--- config.mk ---
export PLATFORM = sky130hd
export DESIGN_NAME = m_wb_uart_rx
export DESIGN_NICKNAME = d
export VERILOG_FILES = /design/src/rtl/m_wb_uart_rx.sv
export SDC_FILE = /design/constraint.sdc
export NUM_CORES = 1
export LEC_CHECK = 0
export ABC_AREA = 0
export CORE_ASPECT_RATIO = 1.25
export CORE_MARGIN = 3
export CORE_UTILIZATION = 45
export CTS_BUF_LIST = sky130_fd_sc_hd__clkbuf_4 sky130_fd_sc_hd__clkbuf_8 sky130_fd_sc_hd__clkbuf_16
export DETAILED_ROUTE_END_ITERATION = 8
export GPL_ROUTABILITY_DRIVEN = 0
export PLACE_DENSITY = 0.69
export SYNTH_ARGS = -nofsm -noshare
export SYNTH_HDL_FRONTEND = slang
export SYNTH_SLANG_ARGS = --single-unit
--- constraint.sdc ---
create_clock -name CLK_I -period 2.6 [get_ports CLK_I]
set_input_delay 0.78 -clock CLK_I [delete_from_list [all_inputs] [get_ports CLK_I]]
set_output_delay 0.78 -clock CLK_I [all_outputs]
set_load 0.02 [all_outputs]
--- src/rtl/m_wb_uart_rx.sv ---
// 8N1 UART receiver with a small byte FIFO, popped by zero-wait Wishbone reads; frame to FIFO ~2+CLKDIV/2+9*CLKDIV clocks.
// No backpressure on the line: a byte arriving with the FIFO full is dropped and flagged as overrun.
module m_wb_uart_rx #(
    parameter int CLKDIV = 104,
    parameter int FIFOAW = 2
) (
    input  logic        CLK_I,
    input  logic        RST_N_I,
    input  logic        STB_I,
    input  logic        WE_I,
    input  logic        DAT_I,
    output logic [31:0] DAT_O,
    output logic        ACK_O,
    input  logic        usartRX,
    output logic        rxne
);
    localparam int CW    = $clog2(CLKDIV);
    localparam int DEPTH = 1 << FIFOAW;
    localparam logic [CW-1:0] HALF = CW'(CLKDIV / 2 - 1);
    localparam logic [CW-1:0] FULL = CW'(CLKDIV - 1);

    typedef enum logic [2:0] {S_IDLE, S_START, S_DATA, S_STOP, S_BREAK} state_t;

    state_t            r_state, w_state_nxt;
    logic              r_sync1, r_rxs;
    logic [CW-1:0]     r_cnt;
    logic [2:0]        r_bitcnt;
    logic [7:0]        r_shreg;
    logic [7:0]        r_mem [DEPTH];
    logic [FIFOAW:0]   r_wp, r_rp;
    logic              r_ferr, r_ovr, r_rxne;

    logic w_tick, w_load_half, w_load_full, w_bit_clr, w_shift, w_push, w_ferr_set;
    logic w_empty, w_full, w_rd, w_flush, w_pop, w_wr, w_ovr_set;
    logic [7:0] w_head;

    assign w_tick = (r_cnt == '0);

    always_ff @(posedge CLK_I or negedge RST_N_I) begin
        if (!RST_N_I) begin
            r_sync1 <= 1'b1;
            r_rxs   <= 1'b1;
            r_state <= S_IDLE;
        end else begin
            r_sync1 <= usartRX;
            r_rxs   <= r_sync1;
            r_state <= w_state_nxt;
        end
    end

    always_comb begin
        w_state_nxt = r_state;
        w_load_half = 1'b0;
        w_load_full = 1'b0;
        w_bit_clr   = 1'b0;
        w_shift     = 1'b0;
        w_push      = 1'b0;
        w_ferr_set  = 1'b0;
        case (r_state)
            S_IDLE: if (!r_rxs) begin
                w_load_half = 1'b1;
                w_state_nxt = S_START;
            end
            // A start bit that is high again at its mid-point is a glitch.
            S_START: if (w_tick) begin
                if (r_rxs) begin
                    w_state_nxt = S_IDLE;
                end else begin
                    w_load_full = 1'b1;
                    w_bit_clr   = 1'b1;
                    w_state_nxt = S_DATA;
                end
            end
            S_DATA: if (w_tick) begin
                w_shift     = 1'b1;
                w_load_full = 1'b1;
                if (r_bitcnt == 3'd7) w_state_nxt = S_STOP;
            end
            S_STOP: if (w_tick) begin
                if (r_rxs) begin
                    w_push      = 1'b1;
                    w_state_nxt = S_IDLE;
                end else begin
                    w_ferr_set  = 1'b1;
                    w_state_nxt = S_BREAK;
                end
            end
            S_BREAK: if (r_rxs) w_state_nxt = S_IDLE;
            default: w_state_nxt = S_IDLE;
        endcase
    end

    always_ff @(posedge CLK_I or negedge RST_N_I) begin
        if (!RST_N_I) begin
            r_cnt    <= '0;
            r_bitcnt <= '0;
            r_shreg  <= '0;
        end else begin
            if (w_load_half)      r_cnt <= HALF;
            else if (w_load_full) r_cnt <= FULL;
            else if (!w_tick)     r_cnt <= r_cnt - 1'b1;
            if (w_bit_clr)        r_bitcnt <= '0;
            else if (w_shift)     r_bitcnt <= r_bitcnt + 1'b1;
            if (w_shift)          r_shreg <= {r_rxs, r_shreg[7:1]};
        end
    end

    assign w_empty   = (r_wp == r_rp);
    assign w_full    = (r_wp[FIFOAW] != r_rp[FIFOAW]) &&
                       (r_wp[FIFOAW-1:0] == r_rp[FIFOAW-1:0]);
    assign w_rd      = STB_I & ~WE_I;
    assign w_flush   = STB_I & WE_I & DAT_I;
    assign w_pop     = w_rd & ~w_empty;
    // A pop in the same cycle frees the slot, so a full FIFO still accepts the byte.
    assign w_wr      = w_push & (~w_full | w_pop) & ~w_flush;
    assign w_ovr_set = w_push & w_full & ~w_pop;

    always_ff @(posedge CLK_I) begin
        if (w_wr) r_mem[r_wp[FIFOAW-1:0]] <= r_shreg;
    end

    always_ff @(posedge CLK_I or negedge RST_N_I) begin
        if (!RST_N_I) begin
            r_wp   <= '0;
            r_rp   <= '0;
            r_ferr <= 1'b0;
            r_ovr  <= 1'b0;
            r_rxne <= 1'b0;
        end else begin
            if (w_flush) begin
                r_rp <= r_wp;
            end else begin
                if (w_wr)  r_wp <= r_wp + 1'b1;
                if (w_pop) r_rp <= r_rp + 1'b1;
            end
            // Set beats clear so an error landing on the clearing read is not lost.
            r_ferr <= w_ferr_set | (r_ferr & ~(w_rd | w_flush));
            r_ovr  <= w_ovr_set  | (r_ovr  & ~(w_rd | w_flush));
            r_rxne <= ~w_empty;
        end
    end

    assign w_head = w_empty ? 8'h00 : r_mem[r_rp[FIFOAW-1:0]];
    assign DAT_O  = w_rd ? {21'b0, r_ovr, r_ferr, ~w_empty, w_head} : 32'b0;
    assign ACK_O  = STB_I;
    assign rxne   = r_rxne;
endmodule
Yosys cells after proc, flatten, opt, wreduce, memory -nomap -nowiden:

Memory sizes are Yosys's and may differ from the RTL's.
Cells that the tools add are included.

* register bits after elaboration: 32
* RAM bits: 32
* word-level logic and storage cells: 89
* memories kept: 1

* $add $sub $neg: 4
* equality and inequality tests: 15
* multiplexer cells: 31
* bitwise operators: 20
* reductions and logical operators: 7

Memory list
* r_mem: words 4, bits a word 8, rd ports 1, clocked after Yosys merged registers in 0, write ports 1, RTL line 29 `logic [7:0] r_mem [DEPTH];`

Operator list (count)
* 3-bit 2-to-1 mux: 11
* 7-bit 2-to-1 mux: 3
* 3-bit case mux with 5 select lines: 1
* 1-bit 2-to-1 mux: 12
* 2-bit inequality test, second input constant: 6
* 11-bit 2-to-1 mux: 1
* 1-bit bitwise AND: 10
* 3-bit by 1-bit adder with 3-bit output, second input constant: 3
* 8-bit 2-to-1 mux: 1
* 7-bit logical NOT: 1
* 7-bit by 1-bit subtractor with 7-bit output, second input constant: 1
* 3-bit by 2-bit == test with 1-bit output, second input constant: 2
* 3-bit == test, second input constant: 2
* 1-bit inverter: 6
* 6-bit AND reduction: 1
* 1-bit OR: 4
* 2-bit nonzero test: 2
* 3-bit by 1-bit == test with 1-bit output, second input constant: 1
* 3-bit == test: 1
* 3-bit logical NOT: 1
* 3-bit by 1-bit inequality test with 1-bit output, second input constant: 1
* 2-bit == test: 1
* 2-bit 2-to-1 mux: 1
* 1-bit case mux with 2 select lines: 1
* 3 further kinds: 3

Depth between registers and ports, before layout:

Gate-level depths: netlist of run 1.

* word-level depth: 8
* gate-level depth with buffers: 7
* mapped depth without buffers: 6

Worst setup path before layout of run 1:

No wires, ideal clock.

* kind: in2out
* start point: in WE_I
* end point: out DAT_O[0]
* data arrival time: 1.607 ns
* path slack: 0.213 ns
* stages on the path: 3
* path buffers: 1
* cells stage by stage: a311o_1 buf_2 nor2b_1

* word-level cells in the longest chain between the ends: 3

Ends and longest elaborated chain
* from (decl): RTL line 10 `input logic WE_I,`
* 1-bit inverter: RTL line 111 `assign w_rd = STB_I & ~WE_I;`
* 1-bit bitwise AND: RTL line 111
* 11-bit 2-to-1 mux: RTL line 144 `assign DAT_O = w_rd ? {21'b0, r_ovr, r_ferr, ~w_empty, w_head} : 32'b0;`
* to (decl): RTL line 12 `output logic [31:0] DAT_O,`

No other way between the ends.

Worst setup path in the final report of run 1:

* start point: in STB_I
* end point: out DAT_O[0]

* word-level cells in the longest chain between the ends: 2

Ends and longest elaborated chain
* from (decl): RTL line 9 `input logic STB_I,`
* 1-bit bitwise AND: RTL line 111
* 11-bit 2-to-1 mux: RTL line 144

No other way between the ends.

==> impl_metrics.tcl, run 1 <==
set metrics [dict create \
    status "finished clean" \
    cts_buffer_depth 2 \
    dp_hpwl_mm 3.60 \
    yosys_most_used_dff "edfxtp_1" \
    grt_util_all_layers 0.153 \
    synthesis.area_um2 3070 \
    pwr-share-clk 0.316 \
    crit_fanout 5 \
    p_leak_uw 0.00158 \
    powerDensity_nw_per_um2 651 \
    p_int_uw 1640 \
    grt_antenna_before_repair 0 \
    vias_per_cell 4.89 \
    worst_slew_margin_rel 0.497 \
    critPathKind "primary input to primary output" \
    regToRegSetupSlack_ns 0.29 \
    final.period_utilization 0.975 \
    grt_pass1_vias 1860 \
    worst_pin_slew_ns 0.752 \
    nets 284 \
    wire_per_inst_um 14.8 \
    vias 1766 \
    h-tree-depth 3 \
    cp.required_ns 1.82 \
    hold_viol 0 \
    ys_seq_area_frac 0.574 \
    grt_overflow 0 \
    initial_core_util 0.465 \
    max_freq_ghz 0.395 \
    p_comb_frac 0.201 \
    area_growth_pct 15.6 \
    grt_pass1_wl_mm 9.04 \
    antennaDiodeCount 0 \
    synth_cell_types 42 \
    endpoint_kind "primary output" \
    synth.avg_cell_area_um2 13.5 \
    synth-edff-count 32 \
    hold_class "flop to flop" \
    place_worst_setup_slack_ns -0.751 \
    cts_tree "done" \
    die_x_um 79.9 \
    wl_mm 5.34 \
    fin_util 0.538 \
    ios 40 \
    yosys_warnings 0 \
    arrival_ns 1.75 \
    pwr-share-seq 0.483 \
    row_count 33 \
    dieArea_um2 7860 \
    ys_seq_elements 64 \
    dp.cells 343 \
    firstDrtPassIters 4 \
    ir_worst_vdd_mv 0.361 \
    holdBufCountCts 0 \
    worst_slack_ns 0.0651 \
    switching_share 0.291 \
    post-route-min-period_ns 2.53 \
    grt_max_degree 33 \
    skew_ns 0.00649 \
    cts_buffers 9 \
    drt_iter0_drc 95 \
    die_h_um 98.4 \
    antenna_left 0 \
    setup_viol 0 \
    cts.sinks 64 \
    p_switching_uw 674 \
    clk_pin_slew_worst_paths_ns 0.07 \
    rsz0062_at_grt "yes" \
    maxCapViolations 0 \
    core_area_um2 6610 \
    synthCells 228 \
    port_buffers 18 \
    root_buffer "clkbuf_8" \
    final_max_slew_viol_count 0 \
    drc 0 \
    fin_cells 361 \
    drive_gt1_frac 0.296 \
    p_total_uw 2310 \
    clock_latency_ns 0.34 \
    synthArstFlopShare 0.500 \
    start_kind "primary input" \
]
[cell type report]
cell class / count / area [um2]
Multi-Input combinational cell: 149 / 1180
Timing Repair Buffer: 37 / 292
Inverter: 8 / 30.0
Tap cell: 87 / 109
Sequential cell: 64 / 1770
Clock inverter: 7 / 48.8
Fill cell: 573 / 3050
Clock buffer: 9 / 124
[power groups by stage]
stage                     Sequential [uW]  Combinational [uW]  Clock [uW]
after global routing                 1120                 512         798
after detailed placement             1130                 436           0
after floorplan                      1130                 312           0
after CTS                            1110                 466         754
final                                1120                 466         730
after global placement               1130                 428           0
[worst max-delay path, stage by stage]
cell	delay [ns]
clkdlybuf4s15_1	0.20
inv_2	0.06
a311o_2	0.43
nor2b_1	0.12
buf_2	0.16
[repair_timing]
action | in CTS | in global routing
resized for setup | 50 | 6
cloned | 1 | 0
endpoints found under the hold margin | 0 | 0
pin swaps | 2 | 2
setup buffers | 1 | 0
endpoints found under the setup margin | 12 | 7
[layout by cell type, fill, tap and decap left out, types with 6 or more instances in the layout]
master    count
dfrtp_1      29
nand2_1      12
ha_1          9
nor2b_1      10
mux4_2        8
clkbuf_8      9
buf_2         7
o21ai_0      11
inv_1         7
mux2_2        9
buf_4        20
and2_1        6
conb_1       21
edfxtp_1     32
nor2_1        9
[synthesized netlist by cell type, types with 2 or more instances]
cell type | instances | area share
dfstp_2 | 2 | 0.017
edfxtp_1 | 32 | 0.31
a21oi_1 | 5 | 0.0081
ha_1 | 9 | 0.037
a211oi_1 | 4 | 0.0098
xor2_1 | 5 | 0.014
nor4_4 | 2 | 0.014
o21ai_0 | 11 | 0.018
mux4_2 | 8 | 0.059
a31oi_1 | 2 | 0.0041
and2_1 | 6 | 0.012
nor2_1 | 9 | 0.011
nor2b_1 | 12 | 0.024
nor3_1 | 2 | 0.0033
buf_4 | 23 | 0.056
nand2_1 | 12 | 0.015
nand3_1 | 5 | 0.0081
mux2_2 | 9 | 0.033
xnor2_1 | 6 | 0.017
o31ai_1 | 2 | 0.0049
clkbuf_1 | 3 | 0.0037
mux2i_1 | 2 | 0.0065
buf_2 | 2 | 0.0033
inv_1 | 8 | 0.0098
dfrtp_1 | 30 | 0.24
[per-stage QoR]
step	area [um2]	TNS [ns]	hold slack, ns
after floorplan	3150	0	0.345
after global placement	3380	-13.79	0.346
after detailed placement	3380	-14.92	0.347
after CTS	3530	0	0.357
after global routing	3550	-0.0142	0.362
final	3550	0	0.357
[metal layers]
metal	GRT usage	share of wire
met1	0.171	0.39
met2	0.272	0.56
met3	0.0498	0.036
met5	0	0
met4	0.0468	0.0088
[cells by family after synthesis]
kind of cell / after synthesis / share of synthesized area
muxes: 19 / 0.0981
adders and majority gates: 9 / 0.0366
AOI/OAI and AO/OA: 31 / 0.0639
DFF: 64 / 0.574
and+or+nand+nor: 57 / 0.122
other: 1 / 0.00122
xor gates and xnor gates: 11 / 0.0314
buffers and inverters: 36 / 0.0729
[registers in the layout, summed over array words and instances, names as in the netlist]
register  flops
r_ferr        1
r_rp          3
r_sync1       1
rxne          1
r_cnt         7
r_mem        32
r_rxs         1
r_wp          3
r_bitcnt      3
r_shreg       8
r_ovr         1
r_state       3
[worst paths after layout]
| path | from | endpoint | cells past startpoint |
|---|---|---|---|
| max in group asynchronous | RST_N_I | r_rxs$_DFF_PN1_ | 2 |
| min in group asynchronous | RST_N_I | r_cnt[4]$_DFFE_PN0P_ | 2 |
| setup / recovery | STB_I | DAT_O[0] | 5 |
| hold / removal | r_sync1$_DFF_PN1_ | r_rxs$_DFF_PN1_ | 0 |
| setup reg to reg | r_cnt[0]$_DFFE_PN0P_ | r_mem[3][4]$_DFFE_PP_ | 5 |
| hold reg to reg | r_sync1$_DFF_PN1_ | r_rxs$_DFF_PN1_ | 0 |
No activity file was read; power rests on OpenSTA's default activity.
==> run 2: changes to the inputs <==
CTS_CLUSTER_DIAMETER = 50   (was not set)
SLEW_MARGIN = 20   (was not set)
==> results of run 2 <==
Final layout, timing and power as in run 1 (identical DEF).
==> run 3: changes to the inputs <==
CORE_UTILIZATION = 40   (was 45)
MAX_ROUTING_LAYER = met4   (was not set)
PLACE_DENSITY = 0.63   (was 0.69)
==> run 3 against run 2 <==
Sequential share of layout area shrank 0.93 points. Worst setup slack lost 0.011 ns. Via count grew 0.40%. Largest cell class unchanged.
==> impl_metrics.tcl, run 3 (synthesis gave the netlist of run 1 again) <==
set metrics [dict create \
    status "finished clean" \
    hold_viol 0 \
    nets 284 \
    row_count 35 \
    die_x_um 84.4 \
    max_freq_ghz 0.393 \
    p_total_uw 2520 \
    h-tree-depth 3 \
    endpoint_kind "primary output" \
    root_buffer "clkbuf_8" \
    drive_gt1_frac 0.285 \
    layout.cell_area.non_filler_um2 3620 \
    setup_viol 0 \
    cpLargestDelayFamily "buffers and inverters" \
    worst_slew_margin_rel 0.491 \
    place_worst_setup_slack_ns -0.696 \
    cts.sinks 64 \
    p_leak_uw 0.00161 \
    regToRegSetupSlack_ns 0.30 \
    place_area_um2 3380 \
    largest_reg_flops 32 \
    maxCapViolations 0 \
    skew_ns 0.00978 \
    start_kind "primary input" \
    grt_overflow 0 \
    hold_class "flop to flop" \
    port_buffers 18 \
    core_area_um2 7400 \
    final_common_cell "edfxtp_1" \
    rsz0062_at_grt "yes" \
    dieArea_um2 8780 \
    cp_slowest_cell "a311o_1" \
    clock_latency_ns 0.35 \
    ir_worst_vdd_mv 0.341 \
    wl_mm 5.26 \
    slowest_delay_ns 0.38 \
    powerDensity_nw_per_um2 696 \
    initial_core_util 0.415 \
    grt_pass1_vias 1748 \
    clk_pin_slew_worst_paths_ns 0.07 \
    grt_antenna_before_repair 0 \
    layout_common_cells "32 x edfxtp_1, 30 x dfrtp_1, 24 x buf_4" \
    holdBufCountCts 0 \
    fin_util 0.489 \
    firstDrtPassIters 4 \
    final_max_slew_viol_count 0 \
    cts_tree "done" \
    cts_buffer_depth 2 \
    path_cells "clkdlybuf4s15_1, a311o_1, buf_6, nor2b_1, buf_4" \
    cts_buffers 9 \
    final.period_utilization 0.979 \
    antenna_left 0 \
    die_h_um 104 \
    grt_max_degree 33 \
    grt_util_all_layers 0.131 \
    ios 40 \
    arrival_ns 1.77 \
    worst_pin_slew_ns 0.760 \
    area_growth_pct 17.8 \
    antennaDiodeCount 0 \
    post-route-min-period_ns 2.55 \
    vias 1773 \
    drc 0 \
    drt_iter0_drc 64 \
    cp.required_ns 1.82 \
    dp_hpwl_mm 3.46 \
    crit_fanout 5 \
    vias_per_cell 4.84 \
    wire_per_inst_um 14.4 \
    grt_pass1_wl_mm 8.47 \
    critPathKind "primary input to primary output" \
    path_buf_inv 3 \
    worst_slack_ns 0.0545 \
]
-- run 3: changes by cell type in the layout (fill, tap and decap cells not counted), moves of 2 or more --
| cell | change |
|---|---|
| clkinvlp_4 | -3 |
| buf_4 | +4 |
| bufinv_16 | +2 |
| a311o_2 | -2 |
| buf_2 | -5 |
| clkinv_4 | +2 |
| buf_6 | +3 |
-- run 3: worst register-to-register path, delay by kind of cell, from the launching register on --
kind / cells / cell delay, ns
simple gates: 3 / 1.21
buf+inv: 1 / 0.13
flops: 1 / 0.40
fa+ha+maj: 1 / 0.19
-- run 3: final timing paths --
path	to	cells after the start	from
min in group asynchronous	r_cnt[0]$_DFFE_PN0P_	2	RST_N_I
worst max register to register	r_mem[3][1]$_DFFE_PP_	5	r_cnt[0]$_DFFE_PN0P_
worst min register to register	r_rxs$_DFF_PN1_	0	r_sync1$_DFF_PN1_
max in group asynchronous	r_rxs$_DFF_PN1_	2	RST_N_I
worst max-delay path	DAT_O[5]	5	WE_I
worst min-delay path	r_rxs$_DFF_PN1_	0	r_sync1$_DFF_PN1_
-- run 3: what timing repair did --
action | CTS | global route
pin swaps | 1 | 1
endpoints found under the setup margin | 12 | 8
gates resized for setup | 54 | 5
buffers inserted | 1 | 0
gates cloned | 1 | 0
-- run 3: stage by stage --
stage | TNS (ns) | instances | hold slack, ns
after CTS | 0 | 366 | 0.358
after detailed placement | -14.78 | 348 | 0.347
final | 0 | 366 | 0.359
after global routing | -0.00622 | 366 | 0.360
after floorplan | 0 | 248 | 0.345
after global placement | -14.45 | 348 | 0.346
-- run 3: where the power goes --
group	total, uW	internal [uW]	switching, uW	leakage, uW
Combinational	451	201	250	0.000712
Sequential	1110	1090	20.3	0.000781
Clock	961	549	412	0.000114
Total	2520	1840	683	0.00161
-- run 3: area by class of cell --
type / count / area, um2
Multi-Input combinational cell: 148 / 1160
Sequential cell: 64 / 1760
Clock buffer: 9 / 124
Tap cell: 92 / 115
Timing Repair Buffer: 38 / 317
Fill cell: 664 / 3780
Clock inverter: 7 / 104
Inverter: 8 / 30.0
-- run 3: layer usage --
layer,vias to the layer above,part of all wire,track usage
li1,868,-,-
met1,849,0.42,0.148
met2,40,0.51,0.208
met3,16,0.038,0.0285
met4,0,0.034,0.0837
met5,-,0,-
